--- src/rtl/bster_ram_rd_arbiter.sv ---
// bster_ram_rd_arbiter: round-robin sharing of the bster RAM AXI4 read channels between tree engines
//   aclk/areset        clock, asynchronous active-high reset
//   req_valid/ready    per-requester single-beat read request, req_addr packed per requester
//   rsp_valid/ready    per-requester response handshake, rsp_data/rsp_err shared
//   ram_axi_ar*        AXI4 read address channel (single beat, INCR, full-width)
//   ram_axi_r*         AXI4 read data channel, routed by rid
//   unmapped_rid       pulse one cycle after a response with an unknown rid is dropped
//   busy               address slot occupied or reads still in flight
module bster_ram_rd_arbiter #(
   parameter int NB_REQ          = 2,
   parameter int RAM_ADDR_WIDTH  = 16,
   parameter int RAM_DATA_WIDTH  = 32,
   parameter int RAM_ID_WIDTH    = 8,
   parameter int MAX_OUTSTANDING = 4
) (
   input  logic                             aclk,
   input  logic                             areset,
   input  logic [NB_REQ-1:0]                req_valid,
   output logic [NB_REQ-1:0]                req_ready,
   input  logic [NB_REQ*RAM_ADDR_WIDTH-1:0] req_addr,
   output logic [NB_REQ-1:0]                rsp_valid,
   input  logic [NB_REQ-1:0]                rsp_ready,
   output logic [RAM_DATA_WIDTH-1:0]        rsp_data,
   output logic                             rsp_err,
   output logic [RAM_ID_WIDTH-1:0]          ram_axi_arid,
   output logic [RAM_ADDR_WIDTH-1:0]        ram_axi_araddr,
   output logic [7:0]                       ram_axi_arlen,
   output logic [2:0]                       ram_axi_arsize,
   output logic [1:0]                       ram_axi_arburst,
   output logic                             ram_axi_arlock,
   output logic [3:0]                       ram_axi_arcache,
   output logic [2:0]                       ram_axi_arprot,
   output logic                             ram_axi_arvalid,
   input  logic                             ram_axi_arready,
   input  logic [RAM_ID_WIDTH-1:0]          ram_axi_rid,
   input  logic [RAM_DATA_WIDTH-1:0]        ram_axi_rdata,
   input  logic [1:0]                       ram_axi_rresp,
   input  logic                             ram_axi_rlast,
   input  logic                             ram_axi_rvalid,
   output logic                             ram_axi_rready,
   output logic                             unmapped_rid,
   output logic                             busy
);
   localparam int IDXW = $clog2(NB_REQ);

   logic                      arvalid_q, arvalid_d;
   logic [RAM_ADDR_WIDTH-1:0] araddr_q, araddr_d;
   logic [RAM_ID_WIDTH-1:0]   arid_q, arid_d;
   logic [IDXW-1:0]           rr_ptr_q, rr_ptr_d;
   logic [3:0]                out_cnt_q, out_cnt_d;
   logic                      unmapped_q, unmapped_d;

   logic [4:0]      pending;
   logic            found, load, ar_hs, r_last_hs, mapped;
   logic [IDXW-1:0] win, idx, rid_idx;

   // first requesting index at or after rr_ptr, wrapping
   always_comb begin
      found = 1'b0;
      win   = '0;
      idx   = '0;
      for (int j = 0; j < NB_REQ; j++) begin
         idx = IDXW'((int'(rr_ptr_q) + j) % NB_REQ);
         if (!found && req_valid[idx]) begin
            found = 1'b1;
            win   = idx;
         end
      end
   end

   // pending counts the read parked in the slot as well as those in flight
   assign pending   = {1'b0, out_cnt_q} + {4'd0, arvalid_q};
   assign load      = (!arvalid_q || ram_axi_arready) && (pending < 5'(MAX_OUTSTANDING)) && found;
   assign ar_hs     = arvalid_q && ram_axi_arready;
   assign r_last_hs = ram_axi_rvalid && ram_axi_rready && ram_axi_rlast;
   assign mapped    = int'(ram_axi_rid) < NB_REQ;
   assign rid_idx   = ram_axi_rid[IDXW-1:0];

   assign req_ready = load ? (NB_REQ'(1) << win) : '0;

   always_comb begin
      arvalid_d  = load ? 1'b1 : (ar_hs ? 1'b0 : arvalid_q);
      araddr_d   = load ? req_addr[win*RAM_ADDR_WIDTH +: RAM_ADDR_WIDTH] : araddr_q;
      arid_d     = load ? RAM_ID_WIDTH'(win) : arid_q;
      rr_ptr_d   = load ? ((win == IDXW'(NB_REQ-1)) ? '0 : win + IDXW'(1)) : rr_ptr_q;
      // simultaneous issue and retire cancel; retire saturates at zero after a reset
      out_cnt_d  = (ar_hs && !r_last_hs) ? out_cnt_q + 4'd1 :
                   (!ar_hs && r_last_hs && out_cnt_q != 4'd0) ? out_cnt_q - 4'd1 : out_cnt_q;
      unmapped_d = ram_axi_rvalid && ram_axi_rready && !mapped;
   end

   always_ff @(posedge aclk or posedge areset) begin
      if (areset) begin
         arvalid_q  <= 1'b0;
         araddr_q   <= '0;
         arid_q     <= '0;
         rr_ptr_q   <= '0;
         out_cnt_q  <= '0;
         unmapped_q <= 1'b0;
      end else begin
         arvalid_q  <= arvalid_d;
         araddr_q   <= araddr_d;
         arid_q     <= arid_d;
         rr_ptr_q   <= rr_ptr_d;
         out_cnt_q  <= out_cnt_d;
         unmapped_q <= unmapped_d;
      end
   end

   assign ram_axi_arvalid = arvalid_q;
   assign ram_axi_araddr  = araddr_q;
   assign ram_axi_arid    = arid_q;
   assign ram_axi_arlen   = 8'd0;
   assign ram_axi_arsize  = 3'($clog2(RAM_DATA_WIDTH/8));
   assign ram_axi_arburst = 2'b01;
   assign ram_axi_arlock  = 1'b0;
   assign ram_axi_arcache = 4'd0;
   assign ram_axi_arprot  = 3'd0;

   // unknown ids are drained so the RAM never stalls on them
   assign ram_axi_rready = mapped ? rsp_ready[rid_idx] : 1'b1;
   assign rsp_valid      = (ram_axi_rvalid && mapped) ? (NB_REQ'(1) << rid_idx) : '0;
   assign rsp_data       = ram_axi_rdata;
   assign rsp_err        = ram_axi_rresp != 2'b00;
   assign unmapped_rid   = unmapped_q;
   assign busy           = arvalid_q || (out_cnt_q != 4'd0);
endmodule

--- config.mk ---
export PLATFORM = sky130hd
export DESIGN_NAME = bster_ram_rd_arbiter
export DESIGN_NICKNAME = d
export VERILOG_FILES = /design/src/rtl/bster_ram_rd_arbiter.sv
export SDC_FILE = /design/constraint.sdc
export NUM_CORES = 1
export LEC_CHECK = 0
export CAP_MARGIN = 20
export CORE_UTILIZATION = 27
export DETAILED_ROUTE_END_ITERATION = 7
export PLACE_DENSITY = 0.77
export SYNTH_ARGS = -nofsm -noshare
export SYNTH_HDL_FRONTEND = slang
export SYNTH_SLANG_ARGS = --single-unit
--- constraint.sdc ---
create_clock -name aclk -period 1.7 [get_ports aclk]
set_input_delay 0.34 -clock aclk [delete_from_list [all_inputs] [get_ports aclk]]
set_output_delay 0.34 -clock aclk [all_outputs]
set_load 0.03 [all_outputs]
## After elaboration in Yosys (flattened, before gate mapping)

Cells that the tools add are included.

- Output and inout port bits: 86
- Logic and storage cells: 59
- Bits in registers: 24

- Add/subtract/negate cells: 5
- Shift operators: 3
- Reductions and logical operators: 22
- $lt $le $gt $ge: 5
- Muxes and demuxes: 18

Operator list:

| kind | number |
|---|---|
| $shiftx 32x6->16 | 1 |
| $mux 1 | 14 |
| $logic_and 1x1->1 | 11 |
| $lt 8x2->1 const B | 1 |
| $mux 4 | 2 |
| $lt 1x2->1 const B | 3 |
| $reduce_bool 2->1 | 3 |
| $add 4x1->5 | 1 |
| $logic_not 1->1 | 5 |
| $lt 5x3->1 const B | 1 |
| $add 4x1->4 const B | 1 |
| $mux 2 | 2 |
| $reduce_bool 4->1 | 1 |
| $shl 1x1->2 const A | 2 |
| $sub 4x1->4 const B | 1 |
| $add 1x1->1 const B | 2 |
| $logic_or 1x1->1 | 2 |

## Depth between registers and ports, before layout

- Depth in word-level cells: 9
- Gate-level depth with buffers: 8
- Depth with buffers taken out: 8

## Worst setup path before layout

OpenSTA, ideal clock, no wires.

- Path kind: input to register
- Start point: input ram_axi_rid[5]
- End point: register out_cnt_q[3]
- Arrival: 2.021 ns
- Slack: -0.410 ns
- Data required time: 1.610 ns
- Cell stages on the path: 8
- Cell sequence: nor4_2 > a31oi_1 > nand2b_1 > ha_1 > a21o_1 > a21o_1 > a211o_1 > o2111ai_1

- Cells in the longest elaborated chain, start to end: 7
- Elaborated cells on any way between the ends: 10
- Those cells by class: order compare (1); mux (2); reduce/logical (7)

RTL lines:

| what | RTL line | source |
|---|---|---|
| start, declared | 35 | `input logic [RAM_ID_WIDTH-1:0] ram_axi_rid,` |
| $lt 8x2->1 (*) | 76 | `assign mapped = int'(ram_axi_rid) < NB_REQ;` |
| $mux 1 (*) | 121 | `assign ram_axi_rready = mapped ? rsp_ready[rid_idx] : 1'b1;` |
| $logic_and 1x1->1 (*) (2 in series) | 75 | `assign r_last_hs = ram_axi_rvalid && ram_axi_rready && ram_axi_rlast;` |
| $logic_not 1->1 / $logic_and 1x1->1 (equally long branches) | 87, 88 |  |
| $logic_and 1x1->1, on equally long branches | 87, 88 |  |
| $mux 4 / $reduce_bool 2->1 (equally long branches) | n/a |  |
| end signal, assigned | 105 | `out_cnt_q <= out_cnt_d;` |
| end, declared | 50 | `logic [3:0] out_cnt_q, out_cnt_d;` |

Every way passes the cells marked *; elsewhere a longest branch is shown, timed or not.
A chain may end at the register's enable or synchronous reset.

## Final worst setup path

- Start point: register out_cnt_q[1]
- End point: output req_ready[1]

- Cells in the longest elaborated chain, start to end: 5

RTL lines:

| what | RTL line | source |
|---|---|---|
| $add 4x1->5 | 72 | `assign pending = {1'b0, out_cnt_q} + {4'd0, arvalid_q};` |
| $lt 5x3->1 | 73 | `assign load = (!arvalid_q \|\| ram_axi_arready) && (pending < 5'(MAX_OUTSTANDING)) && found;` |
| $logic_and 1x1->1 (2 in series) | 73 |  |
| $mux 2 | 79 | `assign req_ready = load ? (NB_REQ'(1) << win) : '0;` |
| end, declared | 19 | `output logic [NB_REQ-1:0] req_ready,` |

Every way passes these cells.

==> run metrics <==
Leak=1.16 nW; Num CTS Buffers=3; FMAX=528 MHz; DRC Markers=0; GRT Total Usage=0.121; pins over their slew limit=0; average wire per standard cell=13.2 µm; P&R area growth vs syn=45.7%; clock slew at reported path FFs=0.09 ns; overflow left after global routing=0; Final Hold Viols=0; CTS tree=yes; setup violators final=5; drt pass-1 iters=3; RSZ-0062 raised after global routing=yes; Hold Path Class=in2async; Min Clock Period, post-route=1.89 ns; overall power=3.90 mW; Row Count=28; peak fanout along the critical path=3; status=complete, but fails checks; Startpoint Class=flip-flop; Post-DRT Antenna Nets=0; H-tree levels=1; Cell Int Power=2.31 mW; Cell Pwr Density=1540 nW/µm²; Worst Reg-to-Reg Cells=7; failing checks=setup timing; mapped cell area=1730 µm²; Async S/R FF share, synth=1.00; Comb pwr share=0.635; # IOs=169; sequential power share=0.264; slack of the worst reg-to-reg path=-0.01 ns; Gate Count Post-Synth=171; period utilization=1.11; first-pass GRT wire length=6290 µm; clock buffer depth=2; root buf cell=clkbuf_8; Synth area leader=dfrtp_1; Avg Inst Size Synth=10.1 µm²; Die Footprint=6740 µm²; Max rail drop VDD=883 µV; Final Wtd Congestion=0.750; synth warn=0; iteration-0 DRC count of the detailed router=56; reg2reg start=ram_axi_arvalid; Yosys top cell area share=0.347; Max Cap Viol=0; most frequent cells in the layout=clkdlybuf4s50_1, conb_1, dfrtp_1; skew final=0.00722 ns; core region area=6060 µm²; EDFF count, synth=0; diode count=0; NumNets Final=323; hold buffers post-CTS=0; share of layout cells above drive strength 1=0.301; Crit path required time=1.36 ns; clock latency on the worst-skew pair=0.26 ns; die height=82.1 µm; most common cell after layout, fill and taps aside=clkdlybuf4s50_1; clock sinks=24; Final WS setup=-0.194 ns; Critical Path AT=1.55 ns; Via density=4.35; Vias=1353; Clock Power Share=0.101; CP Class=reg2out; Sw Ratio=0.409; die width=82.1 µm; Buffers on Ports=76; largest net degree at the start of global routing=18; RR Endpoint=out_cnt_q[2]; post-detail-place hpwl=3260 µm; drt total wl=4120 µm; initial antenna violation count=0; setup TNS=-0.459 ns; sequential area share after synthesis=0.347; top cells by area, synth=dfrtp_1, buf_4, a221o_1, and2_2, and2_1; Post-synth top flop=dfrtp_1; vias in the first global route=1358; flops & latches, synth=24; Initial Utilization=0.286; Synth cell types=38; Crit. End Element=output pin; pre-CTS setup slack=-0.719 ns; Fin Hold WS=0.390 ns; Sw Pwr=1.59 mW
worst max path at each step:
stage                               from           end  slack (ns)  depth (start not counted)
after floorplan           ram_axi_rid[1]  out_cnt_q[3]       -0.19                          8
final                       out_cnt_q[1]  req_ready[1]       -0.19                          4
after global routing        out_cnt_q[1]  req_ready[1]       -0.28                          4
after CTS                   out_cnt_q[1]  req_ready[1]       -0.21                          4
after detailed placement  ram_axi_rid[0]  out_cnt_q[3]       -0.72                          9
after global placement    ram_axi_rid[0]  out_cnt_q[3]       -0.66                          9
stage by stage:
step | cell area, µm² | cells | utilization
3_3_place_gp | 2390 | 303 | 0.395
2_1_floorplan | 1870 | 197 | -
6_report | 2520 | 311 | 0.417
4_1_cts | 2500 | 311 | 0.412
5_1_grt | 2520 | 311 | 0.417
3_5_place_dp | 2390 | 303 | 0.395
per-layer routing:
layer,GRT usage,vias up,routed length [µm]
met5,0,-,0
met4,0.0263,0,40
met3,0.0275,8,290
met2,0.226,65,2140
met1,0.138,646,1650
li1,-,634,-
power groups by stage:
stage | clock [mW] | combinational [mW] | sequential (mW)
floorplan | 0 | 1.15 | 1.44
global placement | 0 | 2.29 | 1.02
detailed placement | 0 | 2.35 | 1.03
CTS | 0.408 | 2.43 | 1.02
global route | 0.427 | 2.68 | 1.06
finish | 0.392 | 2.48 | 1.03
flip-flops by register name (all words and copies together), names as in the netlist:
signal	flops
unmapped_rid	1
ram_axi_arid	1
ram_axi_araddr	16
out_cnt_q	4
ram_axi_arvalid	1
rr_ptr_q	1
repair_timing:
| item | 4_1_cts | 5_1_grt |
|---|---|---|
| endpoints found under the setup margin | 28 | 24 |
| setup buffers | 4 | 2 |
| gates resized for setup | 54 | 10 |
| pin swaps | 12 | 9 |
layout make-up:
type,instances,area (µm²)
clock buffer,4,55.1
inverter,5,18.8
sequential,24,601
timing repair buffer,99,938
fill,592,3540
tap,75,93.8
multi-input combinational,104,818
cells in the mapped netlist, types with 2 or more instances:
| master | instances |
|---|---|
| a21o_1 | 3 |
| a21oi_1 | 2 |
| a221o_1 | 16 |
| and2_1 | 9 |
| and2_2 | 8 |
| and3_1 | 2 |
| buf_2 | 3 |
| buf_4 | 60 |
| conb_1 | 2 |
| dfrtp_1 | 24 |
| ha_1 | 2 |
| inv_1 | 5 |
| nand2_1 | 7 |
| nor2b_1 | 2 |
| or2_2 | 2 |
| xor2_1 | 2 |
worst max-delay path, stage by stage, from the launching register on:
cell and delay (ns):
dfrtp_1 0.43, a21bo_4 0.25, a2111oi_4 0.33, buf_6 0.16
buf_6 0.12
cells by family (layout without fill, tap and decap cells):
logic type / after synthesis / in the layout / synth area share
compound gates: 31 / 31 / 0.173
mux: 4 / 4 / 0.0274
simple gates: 36 / 36 / 0.127
fa+ha+maj: 3 / 3 / 0.0260
xor+xnor: 2 / 2 / 0.0101
buf+inv: 69 / 108 / 0.286
other cells: 2 / 28 / 0.00433
flops: 24 / 24 / 0.347
No activity file was read; power rests on OpenSTA's default activity.
